==> config.mk <==
export PLATFORM = sky130hd
export DESIGN_NAME = uart_tx
export DESIGN_NICKNAME = d
export VERILOG_FILES = /design/src/rtl/uart_tx.sv
export SDC_FILE = /design/constraint.sdc
export NUM_CORES = 1
export LEC_CHECK = 0
export BUFFER_PORTS_ARGS = -buffer_cell sky130_fd_sc_hd__buf_2
export CELL_PAD_IN_SITES_DETAIL_PLACEMENT = 0
export CELL_PAD_IN_SITES_GLOBAL_PLACEMENT = 1
export CORE_ASPECT_RATIO = 0.9
export CORE_MARGIN = 2
export CORE_UTILIZATION = 30
export CTS_CLUSTER_SIZE = 20
export DETAILED_ROUTE_END_ITERATION = 10
export PLACE_DENSITY = 0.63
export SLEW_MARGIN = 20
export SYNTH_ARGS = -nofsm -noshare
export SYNTH_HDL_FRONTEND = slang
export SYNTH_SLANG_ARGS = --single-unit
==> constraint.sdc <==
create_clock -name clk -period 2.38 [get_ports clk]
set_clock_uncertainty 0.2 [all_clocks]
set_input_delay 0.238 -clock clk [delete_from_list [all_inputs] [get_ports clk]]
set_output_delay 0.238 -clock clk [all_outputs]
set_load 0.05 [all_outputs]
==> src/rtl/uart_tx.sv <==
// -----------------------------------------------------------------------------
// uart_tx -- UART transmitter, one frame per accepted request.
//
// Frame on the line: start (0), DATA_BITS data bits LSB first, optional even
// parity bit, then a stop level (1) lasting SB_TICKS baud ticks. Start, data
// and parity bits each last OVERSAMPLE ticks of the shared 16x baud tick.
//
// Optional feature: define UART_TX_PARITY_EN to insert an even-parity bit
// (XOR of the byte latched at acceptance) between the last data bit and stop.
// With the macro undefined the PARITY state and parity logic do not exist.
//
// Handshake: i_tx_start is a request that is only looked at in IDLE. When it
// is high at an edge in IDLE the byte on i_data is taken at that same edge and
// o_busy rises; requests while busy are dropped, not queued. o_tx_done pulses
// for one clk at the edge the stop bit completes, the same edge o_busy falls.
//
// Ports:
//   clk          system clock, rising edge
//   rst          synchronous reset, active low
//   i_baud_rate  oversampling tick (single-clk pulse, or held high)
//   i_tx_start   transmit request, sampled in IDLE only
//   i_data       byte to send, captured on acceptance
//   o_tx         registered serial line, idles high
//   o_tx_done    one-clk pulse at end of stop bit
//   o_busy       high from acceptance until return to IDLE
//   dbg_state    current FSM state, for observation only
// -----------------------------------------------------------------------------
module uart_tx #(
    parameter int DATA_BITS  = 8,
    parameter int SB_TICKS   = 16,
    parameter int OVERSAMPLE = 16
) (
    input  logic                 clk,
    input  logic                 rst,
    input  logic                 i_baud_rate,
    input  logic                 i_tx_start,
    input  logic [DATA_BITS-1:0] i_data,
    output logic                 o_tx,
    output logic                 o_tx_done,
    output logic                 o_busy,
    output logic [2:0]           dbg_state
);

    // The tick counter must reach the longer of a data bit and the stop bit.
    localparam int MAX_TICKS = (OVERSAMPLE > SB_TICKS) ? OVERSAMPLE : SB_TICKS;
    localparam int CW        = (MAX_TICKS > 1) ? $clog2(MAX_TICKS) : 1;
    localparam int BW        = (DATA_BITS > 1) ? $clog2(DATA_BITS) : 1;

    localparam logic [CW-1:0] OS_LAST  = CW'(OVERSAMPLE - 1);
    localparam logic [CW-1:0] SB_LAST  = CW'(SB_TICKS - 1);
    localparam logic [BW-1:0] BIT_LAST = BW'(DATA_BITS - 1);

    localparam logic [2:0] IDLE   = 3'd0;
    localparam logic [2:0] START  = 3'd1;
    localparam logic [2:0] DATA   = 3'd2;
`ifdef UART_TX_PARITY_EN
    localparam logic [2:0] PARITY = 3'd3;
`endif
    localparam logic [2:0] STOP   = 3'd4;

    logic [2:0]           state;
    logic [CW-1:0]        tick_cnt;
    logic [BW-1:0]        bit_cnt;
    logic [DATA_BITS-1:0] shreg;
    logic [DATA_BITS-1:0] shreg_next;

`ifdef UART_TX_PARITY_EN
    // Parity is taken from the byte at acceptance, so later shifting of
    // shreg cannot disturb it.
    logic par_bit;
`endif

    assign shreg_next = shreg >> 1;
    assign dbg_state  = state;

    always_ff @(posedge clk) begin
        if (!rst) begin
            state     <= IDLE;
            tick_cnt  <= '0;
            bit_cnt   <= '0;
            shreg     <= '0;
            o_tx      <= 1'b1;
            o_tx_done <= 1'b0;
            o_busy    <= 1'b0;
`ifdef UART_TX_PARITY_EN
            par_bit   <= 1'b0;
`endif
        end else begin
            o_tx_done <= 1'b0;
            case (state)
                IDLE: begin
                    o_tx <= 1'b1;
                    // Acceptance is immediate; the start bit begins at this
                    // edge rather than at the next baud tick.
                    if (i_tx_start) begin
                        shreg    <= i_data;
                        tick_cnt <= '0;
                        state    <= START;
                        o_tx     <= 1'b0;
                        o_busy   <= 1'b1;
`ifdef UART_TX_PARITY_EN
                        par_bit  <= ^i_data;
`endif
                    end
                end

                START: begin
                    if (i_baud_rate) begin
                        if (tick_cnt == OS_LAST) begin
                            tick_cnt <= '0;
                            bit_cnt  <= '0;
                            state    <= DATA;
                            o_tx     <= shreg[0];
                        end else begin
                            tick_cnt <= tick_cnt + 1'b1;
                        end
                    end
                end

                DATA: begin
                    if (i_baud_rate) begin
                        if (tick_cnt == OS_LAST) begin
                            tick_cnt <= '0;
                            shreg    <= shreg_next;
                            if (bit_cnt == BIT_LAST) begin
`ifdef UART_TX_PARITY_EN
                                state <= PARITY;
                                o_tx  <= par_bit;
`else
                                state <= STOP;
                                o_tx  <= 1'b1;
`endif
                            end else begin
                                bit_cnt <= bit_cnt + 1'b1;
                                o_tx    <= shreg_next[0];
                            end
                        end else begin
                            tick_cnt <= tick_cnt + 1'b1;
                        end
                    end
                end

`ifdef UART_TX_PARITY_EN
                PARITY: begin
                    if (i_baud_rate) begin
                        if (tick_cnt == OS_LAST) begin
                            tick_cnt <= '0;
                            state    <= STOP;
                            o_tx     <= 1'b1;
                        end else begin
                            tick_cnt <= tick_cnt + 1'b1;
                        end
                    end
                end
`endif

                STOP: begin
                    o_tx <= 1'b1;
                    if (i_baud_rate) begin
                        if (tick_cnt == SB_LAST) begin
                            tick_cnt  <= '0;
                            state     <= IDLE;
                            o_tx_done <= 1'b1;
                            o_busy    <= 1'b0;
                        end else begin
                            tick_cnt <= tick_cnt + 1'b1;
                        end
                    end
                end

                default: begin
                    state  <= IDLE;
                    o_tx   <= 1'b1;
                    o_busy <= 1'b0;
                end
            endcase
        end
    end

endmodule

==> flow_metrics.tcl <==
set metrics [dict create \
    outcome "finished clean" \
    min_period_ps 2020 \
    viasPerCell 5.24 \
    initial_core_util_pct 31.3 \
    grt_pass1_vias 943 \
    peakVddDrop_v 0.000254 \
    postRouteAntennaNets 0 \
    path_class "flip-flop to flip-flop" \
    placement.cell_area_um2 1290 \
    design_area_um2 1330 \
    syn_nets 146 \
    grt_pass1_wl_mm 4.44 \
    gp_congestion 0.694 \
    clock-sinks 21 \
    yosys_warnings 0 \
    cts_buffers 3 \
    syn_inst 131 \
    dr.first_iter.drc_count 68 \
    rows 21 \
    start_kind "flip-flop" \
    min_path_type "primary input to flip-flop" \
    synth_top_area_share_pct 36.3 \
    grt.overflow.total 0 \
    ys_ff_latch 21 \
    post_cts_buffers 0 \
    n_antenna_cell 0 \
    crit_arrival_ps 1980 \
    synth_top_cell_by_area "dfxtp_1" \
    grt_usage_pct 12.5 \
    finalCritPeriodShare_pct 85.0 \
    drt-total-wl_mm 2.61 \
    layout-drive-gt1-share_pct 21.6 \
    relSlewSlack_pct 67.8 \
    p_per_area_nw_per_um2 530 \
    crit_path_end_kind "flip-flop" \
    slew_violations 0 \
    clock.fmax_ghz 0.494 \
    syn_area_per_cell_um2 8.84 \
    tns_ps 0 \
    required_ps 2330 \
    grt_start_max_net_pins 24 \
    yosys.cell_count.top_type "dfxtp_1" \
    cts_tree "built" \
    hold_viol_final 0 \
    synth_area_leaders "dfxtp_1 36%, o211a_1 6.0%, o21ai_0 4.3%, nand2_1 3.6%, ha_1 3.2%" \
    hpwl_mm 1.80 \
    synthToLayoutAreaGrowth_pct 14.9 \
    setup-violations-final 0 \
    syn-cell-area_um2 1160 \
    clk_pin_slew_ps 80 \
    core-area_um2 3700 \
    ys_types 44 \
    cts_max_level 1 \
    cts_hold_buf 0 \
    layout.cells.non_filler 194 \
    num_vias 1016 \
    drc_errors 0 \
    cts_resized 0 \
    max_cap_viol_count 0 \
    antenna_found_initial 0 \
    async_flop_share_pct 0 \
    worst_pin_slew_ps 482 \
    ioPinCount 18 \
    seq_area_frac_synth_pct 36.3 \
    synth_edf_count 0 \
    fin_util_pct 35.9 \
    place_inst 190 \
    cts_root_buf "clkbuf_8" \
    rrSetupSlack_ps 360 \
    ys_top_cells_by_count "21 x dfxtp_1, 11 x nand2_1, 10 x o21ai_0, 8 x nor2_1, 7 x o211a_1" \
    wl_per_cell_um 13.4 \
    power_mw 0.705 \
    drt_first_pass_iters 4 \
    finalNetCount 164 \
    synth_top_flop_cell "dfxtp_1" \
    port-buffer-count 17 \
    path_max_fanout 4 \
    rsz0062_at_grt "no" \
    die_y_um 63.0 \
    die_area_um2 4380 \
    p_leak_nw 0.567 \
    clockBufferDepth 2 \
    dieWidth_um 69.5 \
    clock_latency_ps 260 \
]
-- layout make-up --
class                      count  area (µm²)
fill                         407        2370
multi-input combinational     99         682
sequential                    21         420
timing repair buffer          21         115
tap                           46        57.6
clock buffer                   4        45.0
inverter                       3        11.3
-- layer usage --
metal	track usage [%]	part of all wire, %	up-vias
li1	-	-	511
met1	17.5	52	487
met2	18.4	42	16
met3	4.68	5.3	2
met4	2.21	0.69	0
met5	0	0	-
-- placed cells by master, fill, tap and decap left out, types with 4 or more instances in the layout --
cell type,n
buf_2,17
buf_4,4
dfxtp_1,21
nand2_1,11
nand3_1,6
nor2_1,8
nor2b_1,6
o211a_1,7
o21ai_0,10
-- critical path, stage by stage, from the launching register on --
cell and delay [ps]:
dfxtp_1 330, ha_1 200, ha_1 220, or3b_1 380
a211o_1 330, a22oi_1 190, nor2b_1 70
-- kinds of logic (layout without fill, tap and decap cells) --
family	Yosys count	count (layout)	synth area share (%)
adder cells (fa/ha/maj)	3	3	3.24
buffers and inverters	11	28	4.86
XOR/XNOR	1	1	0.756
AO/OA/AOI/OAI	36	36	22.8
flip-flops	21	21	36.3
multiplexers	4	4	3.56
AND/OR/NAND/NOR	55	55	28.5
-- state kept, by name, indices dropped and copies added, names as in the netlist --
register / cells
o_busy: 1
o_tx_done: 1
shreg: 8
dbg_state: 3
o_tx: 1
bit_cnt: 3
tick_cnt: 4
-- where the power goes --
group          internal, mW  leakage [nW]  total, mW  switching [mW]
combinational        0.0365         0.372     0.0865          0.0500
clock                 0.119        0.0228      0.239           0.119
sequential            0.367         0.172      0.380          0.0131
total                 0.523         0.567      0.705           0.183
-- per-stage QoR --
| stage | setup WS (ps) | hold WS (ps) |
|---|---|---|
| after floorplan | 403 | 203 |
| after global placement | 415 | 281 |
| after detailed placement | 360 | 286 |
| after CTS | 338 | 71.5 |
| after global routing | 258 | 97.6 |
| final | 356 | 73.6 |
-- path summary, 6_finish.rpt --
check	start	end	cells past startpoint
setup / recovery	bit_cnt[0]$_SDFFE_PN0P_	bit_cnt[2]$_SDFFE_PN0P_	6
setup reg to reg	bit_cnt[0]$_SDFFE_PN0P_	bit_cnt[2]$_SDFFE_PN0P_	6
hold reg to reg	shreg[2]$_SDFFE_PN0P_	shreg[2]$_SDFFE_PN0P_	1
hold / removal	i_data[7]	shreg[7]$_SDFFE_PN0P_	4
Power figures use the tool's default switching activity.
